==> config.mk <==
export PLATFORM = sky130hd
export DESIGN_NAME = sdf_r2_stage
export DESIGN_NICKNAME = d
export VERILOG_FILES = /design/src/rtl/fft_pkg.sv /design/src/rtl/cmul_tw.sv /design/src/rtl/sdf_r2_stage.sv
export SDC_FILE = /design/constraint.sdc
export NUM_CORES = 2
export LEC_CHECK = 0
export BUFFER_PORTS_ARGS = -buffer_cell sky130_fd_sc_hd__buf_2
export CORE_ASPECT_RATIO = 0.6
export CORE_UTILIZATION = 50
export DETAILED_ROUTE_END_ITERATION = 6
export HOLD_SLACK_MARGIN = 0.08
export PLACE_DENSITY = 0.66
export SYNTH_ARGS = -nofsm -noshare
export SYNTH_HDL_FRONTEND = slang
export SYNTH_HIERARCHICAL = 1
export SYNTH_SLANG_ARGS = --single-unit
==> constraint.sdc <==
create_clock -name clk -period 28.4 [get_ports clk]
set_input_delay 2.84 -clock clk [delete_from_list [all_inputs] [get_ports clk]]
set_output_delay 2.84 -clock clk [all_outputs]
set_load 0.01 [all_outputs]
==> src/rtl/fft_pkg.sv <==
// Shared FFT stage definitions: stage phases, the wide complex accumulator, twiddle
// generation and the fixed-point round/saturate helper used by the twiddle multiplier.
package fft_pkg;

  localparam int  ACC_W = 48;
  localparam real PI    = 3.14159265358979323846;

  typedef enum logic {
    PH_FILL = 1'b0,
    PH_BFLY = 1'b1
  } phase_t;

  typedef struct packed {
    logic signed [ACC_W-1:0] re;
    logic signed [ACC_W-1:0] im;
  } cplx_acc_t;

  // Quantise a unit-range real to signed Q1.(tw_w-1); +1.0 clamps to the largest code.
  function automatic int tw_q(input real x, input int tw_w);
    real scaled;
    int  q;
    int  lim;
    lim    = (1 << (tw_w - 1)) - 1;
    scaled = x * real'(1 << (tw_w - 1));
    if (scaled >= 0.0) q = $rtoi(scaled + 0.5);
    else               q = -$rtoi(0.5 - scaled);
    if (q > lim) q = lim;
    return q;
  endfunction

  function automatic int tw_cos(input int k, input int d, input int tw_w);
    return tw_q($cos(PI * real'(k) / real'(d)), tw_w);
  endfunction

  function automatic int tw_sin(input int k, input int d, input int tw_w);
    return tw_q($sin(PI * real'(k) / real'(d)), tw_w);
  endfunction

  // Round half up by adding 2^(frac-1) before the arithmetic shift, then clamp to out_w bits.
  function automatic logic signed [ACC_W-1:0] round_sat(
    input logic signed [ACC_W-1:0] acc,
    input int                      frac,
    input int                      out_w
  );
    logic signed [ACC_W-1:0] one;
    logic signed [ACC_W-1:0] rnd;
    logic signed [ACC_W-1:0] hi;
    logic signed [ACC_W-1:0] lo;
    one = ACC_W'(1);
    rnd = (acc + (one <<< (frac - 1))) >>> frac;
    hi  = (one <<< (out_w - 1)) - one;
    lo  = -hi - one;
    if (rnd > hi)      return hi;
    else if (rnd < lo) return lo;
    return rnd;
  endfunction

endpackage

==> src/rtl/cmul_tw.sv <==
// Complex multiply by W_2D^k = cos(pi*k/D) - j*sin(pi*k/D) with round-half-up and
// saturation; k=0 and k=D/2 use exact bypass and -j paths instead of the multiplier.
module cmul_tw
  import fft_pkg::*;
#(
  parameter int W     = 16,
  parameter int TW_W  = 12,
  parameter int DEPTH = 4,
  localparam int K_W  = (DEPTH > 1) ? $clog2(DEPTH) : 1
) (
  input  logic [K_W-1:0]      k,
  input  logic signed [W-1:0] in_r,
  input  logic signed [W-1:0] in_i,
  output logic signed [W-1:0] out_r,
  output logic signed [W-1:0] out_i
);

  localparam logic signed [W-1:0] MAX_V  = {1'b0, {(W-1){1'b1}}};
  localparam logic signed [W-1:0] MIN_V  = {1'b1, {(W-1){1'b0}}};
  localparam logic [K_W-1:0]      K_HALF = K_W'(DEPTH / 2);

  logic signed [W-1:0] mul_r;
  logic signed [W-1:0] mul_i;
  logic signed [W-1:0] negj_r;
  logic signed [W-1:0] negj_i;

  // Multiplying by -j swaps components; negating the most negative code must saturate.
  always_comb begin
    negj_r = in_i;
    negj_i = (in_r == MIN_V) ? MAX_V : -in_r;
  end

  generate
    if (DEPTH > 2) begin : g_mult
      logic signed [TW_W-1:0] cos_rom [DEPTH];
      logic signed [TW_W-1:0] sin_rom [DEPTH];
      logic signed [TW_W-1:0] c;
      logic signed [TW_W-1:0] s;
      cplx_acc_t              acc;

      for (genvar g = 0; g < DEPTH; g++) begin : g_rom
        assign cos_rom[g] = TW_W'(tw_cos(g, DEPTH, TW_W));
        assign sin_rom[g] = TW_W'(tw_sin(g, DEPTH, TW_W));
      end

      // (r + j i)(c - j s) = (r c + i s) + j (i c - r s)
      always_comb begin
        c      = cos_rom[k];
        s      = sin_rom[k];
        acc.re = ACC_W'(in_r) * ACC_W'(c) + ACC_W'(in_i) * ACC_W'(s);
        acc.im = ACC_W'(in_i) * ACC_W'(c) - ACC_W'(in_r) * ACC_W'(s);
        mul_r  = W'(round_sat(acc.re, TW_W - 1, W));
        mul_i  = W'(round_sat(acc.im, TW_W - 1, W));
      end
    end else begin : g_nomult
      assign mul_r = in_r;
      assign mul_i = in_i;
    end
  endgenerate

  always_comb begin
    if (k == '0) begin
      out_r = in_r;
      out_i = in_i;
    end else if (DEPTH >= 2 && k == K_HALF) begin
      out_r = negj_r;
      out_i = negj_i;
    end else begin
      out_r = mul_r;
      out_i = mul_i;
    end
  end

endmodule

==> src/rtl/sdf_r2_stage.sv <==
// Radix-2 single-path delay-feedback DIF FFT stage: butterfly, D-deep feedback delay
// line and twiddle multiply on the difference path; the output word grows by one bit.
module sdf_r2_stage
  import fft_pkg::*;
#(
  parameter int IN_W  = 15,
  parameter int DEPTH = 4,
  parameter int TW_W  = 12
) (
  input  logic                   clk,
  input  logic                   rst_n,
  input  logic                   valid_i,
  input  logic                   sof_i,
  input  logic signed [IN_W-1:0] data_in_r,
  input  logic signed [IN_W-1:0] data_in_i,
  output logic                   valid_o,
  output logic                   sof_o,
  output logic signed [IN_W:0]   data_out_r,
  output logic signed [IN_W:0]   data_out_i
);

  localparam int OUT_W = IN_W + 1;
  localparam int CNT_W = $clog2(2 * DEPTH);
  localparam int K_W   = (DEPTH > 1) ? $clog2(DEPTH) : 1;
  localparam logic [CNT_W-1:0] CNT_LAST = CNT_W'(2 * DEPTH - 1);
  localparam logic [CNT_W-1:0] CNT_SOF  = CNT_W'(DEPTH);

  logic                   in_valid_q;
  logic                   in_sof_q;
  logic signed [IN_W-1:0] in_r_q;
  logic signed [IN_W-1:0] in_i_q;

  logic [CNT_W-1:0] cnt;
  logic [CNT_W-1:0] cur;
  logic             primed;
  phase_t           phase;
  logic [K_W-1:0]   k;
  logic             emit;

  logic signed [OUT_W-1:0] dl_r [DEPTH];
  logic signed [OUT_W-1:0] dl_i [DEPTH];

  logic signed [OUT_W-1:0] b_r;
  logic signed [OUT_W-1:0] b_i;
  logic signed [OUT_W-1:0] head_r;
  logic signed [OUT_W-1:0] head_i;
  logic signed [OUT_W-1:0] push_r;
  logic signed [OUT_W-1:0] push_i;
  logic signed [OUT_W-1:0] tw_r;
  logic signed [OUT_W-1:0] tw_i;
  logic signed [OUT_W-1:0] res_r;
  logic signed [OUT_W-1:0] res_i;

  always_ff @(posedge clk or negedge rst_n) begin
    if (!rst_n) begin
      in_valid_q <= 1'b0;
      in_sof_q   <= 1'b0;
      in_r_q     <= '0;
      in_i_q     <= '0;
    end else begin
      in_valid_q <= valid_i;
      in_sof_q   <= sof_i & valid_i;
      in_r_q     <= data_in_r;
      in_i_q     <= data_in_i;
    end
  end

  // A start-of-frame sample is forced to slot 0; the slot MSB separates FILL from BFLY.
  always_comb begin
    cur    = in_sof_q ? '0 : cnt;
    phase  = phase_t'(cur[CNT_W-1]);
    k      = K_W'(cur % DEPTH);
    emit   = (phase == PH_BFLY) || primed;
    b_r    = OUT_W'(in_r_q);
    b_i    = OUT_W'(in_i_q);
    head_r = dl_r[DEPTH-1];
    head_i = dl_i[DEPTH-1];
    if (phase == PH_FILL) begin
      push_r = b_r;
      push_i = b_i;
      res_r  = tw_r;
      res_i  = tw_i;
    end else begin
      push_r = head_r - b_r;
      push_i = head_i - b_i;
      res_r  = head_r + b_r;
      res_i  = head_i + b_i;
    end
  end

  cmul_tw #(
    .W     (OUT_W),
    .TW_W  (TW_W),
    .DEPTH (DEPTH)
  ) u_cmul_tw (
    .k     (k),
    .in_r  (head_r),
    .in_i  (head_i),
    .out_r (tw_r),
    .out_i (tw_i)
  );

  always_ff @(posedge clk or negedge rst_n) begin
    if (!rst_n) begin
      cnt    <= '0;
      primed <= 1'b0;
    end else if (in_valid_q) begin
      cnt <= cur + CNT_W'(1);
      if (cur == CNT_LAST) primed <= 1'b1;
    end
  end

  always_ff @(posedge clk or negedge rst_n) begin
    if (!rst_n) begin
      for (int n = 0; n < DEPTH; n++) begin
        dl_r[n] <= '0;
        dl_i[n] <= '0;
      end
    end else if (in_valid_q) begin
      dl_r[0] <= push_r;
      dl_i[0] <= push_i;
      for (int n = 1; n < DEPTH; n++) begin
        dl_r[n] <= dl_r[n-1];
        dl_i[n] <= dl_i[n-1];
      end
    end
  end

  // Output data holds its last value whenever no sample is emitted.
  always_ff @(posedge clk or negedge rst_n) begin
    if (!rst_n) begin
      valid_o    <= 1'b0;
      sof_o      <= 1'b0;
      data_out_r <= '0;
      data_out_i <= '0;
    end else begin
      valid_o <= in_valid_q && emit;
      sof_o   <= in_valid_q && (cur == CNT_SOF);
      if (in_valid_q && emit) begin
        data_out_r <= res_r;
        data_out_i <= res_i;
      end
    end
  end

endmodule

==> impl_metrics.json <==
{
  "status": "finished clean",
  "met3WireLength_um": 12000,
  "worst_ep_required_time_ns": 28.79,
  "max-slew-margin-rel": 0.0947,
  "wl_met1_um": 50400,
  "nets": 4908,
  "cts_setup_buffers": 0,
  "cts_tree": "done",
  "synthDistinctLibCells": 95,
  "cts_resized": 0,
  "routed.top_layer": "met4",
  "dr_wl_met2_um": 37900,
  "h-tree-depth": 4,
  "ys_top_cells_by_area": "fa_1 (39%), dfrtp_1 (13%), inv_1 (11%)",
  "hold_viol": 0,
  "yosys.area.top_type": "fa_1",
  "path_class": "register to register",
  "synth_edf_count": 0,
  "route.detailed.wl_per_inst_um": 20.9,
  "cts_buffers": 25,
  "clk_latency_ns": 0.51,
  "dr.pass1.iters": 5,
  "grt_setup_unrepaired": "false",
  "clk_path_buf_depth": 3,
  "overflow": 0,
  "drtIter0Drc": 2635,
  "async_flop_share": 1.00,
  "max_freq_ghz": 0.0941,
  "maxCapViolCount": 0,
  "grt_pass1_vias": 25900,
  "vias": 25800,
  "slew_violations": 0,
  "start_util": 0.509,
  "pin_count": 68,
  "clk_pin_slew_ns": 0.07,
  "critPathArrivalTime_ns": 11.02,
  "die_w_um": 352,
  "yosys.cell_count.top_type": "inv_1",
  "grt.total_usage": 0.282,
  "fillers": 6571,
  "dieArea_um2": 74800,
  "period_share": 0.374,
  "startpoint_type": "register",
  "core_area_um2": 72400,
  "clock_skew_ns": 0.0273,
  "hold_buffers": 0,
  "row_count": 76,
  "layout-drive-gt1-share": 0.0727,
  "syn_to_final_growth_pct": 5.54,
  "synth_top_area_share": 0.393,
  "worstPathMaxFanout": 64,
  "grt_pass1_wl_um": 158000,
  "synth_cells": 3840,
  "fp.dieH_um": 212,
  "portBuffers": 67,
  "yosys-top-cells-count": "inv_1 (1,103), fa_1 (724), ha_1 (307)",
  "finalWeightedCongestion": 0.979,
  "critPathMaxStageDelay_ns": 0.88,
  "drc_errors": 0,
  "worst_slew_pin_slew_ns": 1.35,
  "end_kind": "register",
  "cts-root-buf": "clkbuf_16",
  "ant_nets": 0,
  "yosys_warnings": 6,
  "routed_wl_um": 101000,
  "antenna_found_initial": 0,
  "ys_seq_area_frac": 0.134,
  "grt_start_max_net_pins": 75,
  "fin_tns_setup_ns": 0,
  "diodes": 0,
  "cp_slowest_cell": "a21oi_2",
  "syn_area_um2": 36800,
  "avgSynthCellArea_um2": 9.59,
  "ys_ff_latch": 198,
  "via_per_inst": 5.34,
  "post-dp-hpwl_um": 85300,
  "synth-main-ff-cell": "dfrtp_1",
  "finalSetupViolations": 0,
  "hold_path_class": "register to register",
  "cts_sinks": 198,
  "period_needed_ns": 10.63
}
[layer usage]
layer,vias up,track usage
met2,1186,0.363
met4,0,0.0226
met1,12900,0.463
met3,49,0.0927
met5,-,0
li1,11600,-
[kinds of logic after synthesis]
family          count (synthesis)  share of synthesized area
buf+inv                      1234                      0.127
compound gates                457                     0.0869
simple gates                  679                     0.0898
other cells                     2                   0.000204
mux                           109                     0.0329
flops                         198                      0.134
xor+xnor                      130                     0.0309
fa+ha+maj                    1031                      0.498
[per-stage QoR]
stage / instance area [um^2] / setup WS [ns] / hold WS, ns / instances / util
2_1_floorplan: 36900 / 19.38 / 0.448 / 3843 / -
3_3_place_gp: 38200 / 18.24 / 0.462 / 4791 / 0.528
3_5_place_dp: 38200 / 18.25 / 0.466 / 4791 / 0.528
4_1_cts: 38900 / 18.19 / 0.478 / 4824 / 0.537
5_1_grt: 38900 / 17.41 / 0.492 / 4824 / 0.537
6_report: 38900 / 17.77 / 0.475 / 4824 / 0.537
[worst paths after layout]
check	start	end	cells after the start	slack [ns]
worst max-delay path	in_sof_q$_DFF_PN0_	data_out_r[12]$_DFFE_PN0P_	33	17.77
worst min register to register	data_out_r[3]$_DFFE_PN0P_	data_out_r[3]$_DFFE_PN0P_	2	0.48
min in group asynchronous	rst_n	in_r_q[14]$_DFF_PN0_	1	2.27
max in group asynchronous	rst_n	in_i_q[5]$_DFF_PN0_	3	23.97
worst max register to register	in_sof_q$_DFF_PN0_	data_out_r[12]$_DFFE_PN0P_	33	17.77
worst min-delay path	data_out_r[3]$_DFFE_PN0P_	data_out_r[3]$_DFFE_PN0P_	2	0.48
[cell usage in the layout (no fill, tap or decap), types with 22 or more instances in the layout]
master	n
mux2_2	96
clkbuf_16	25
buf_4	34
a21o_1	47
ha_1	304
buf_2	66
a21oi_1	116
dfrtp_1	197
fa_1	724
nor2b_1	31
o221ai_1	22
o21ai_0	79
xor2_1	33
a31oi_1	22
nor2_1	176
inv_1	1103
nor3_1	31
nand2_1	207
xnor2_1	97
nand2b_1	119
[critical path, delay by kind of cell (launching register included)]
family | cells | cell delay [ns]
adders and majority gates | 9 | 4.25
AOI/OAI and AO/OA | 10 | 2.99
buffers and inverters | 9 | 1.86
and+or+nand+nor | 4 | 0.79
DFF | 1 | 0.34
xor gates and xnor gates | 1 | 0.20
[flip-flops by register name (all words and copies together), names as in the netlist, 15 cells and up]
register and cells:
dl_i 48, dl_r 48, data_out_i 16, data_out_r 16, head_i 16, head_r 16
in_i_q 15, in_r_q 15
[layout make-up]
cell class	instances	area, um^2	share of cell area
multi-input cells	2411	27200	0.701
flip-flops and latches	198	4960	0.128
inverters	1106	4150	0.107
well taps	975	1220	0.0314
clock buffers	30	684	0.0176
repair buffers	101	601	0.0154
clock inverters	3	22.5	0.000579
Power is left out: the tool's default activity adds up to more than one toggle a clock period on the data nets, which glitch-free logic cannot reach.
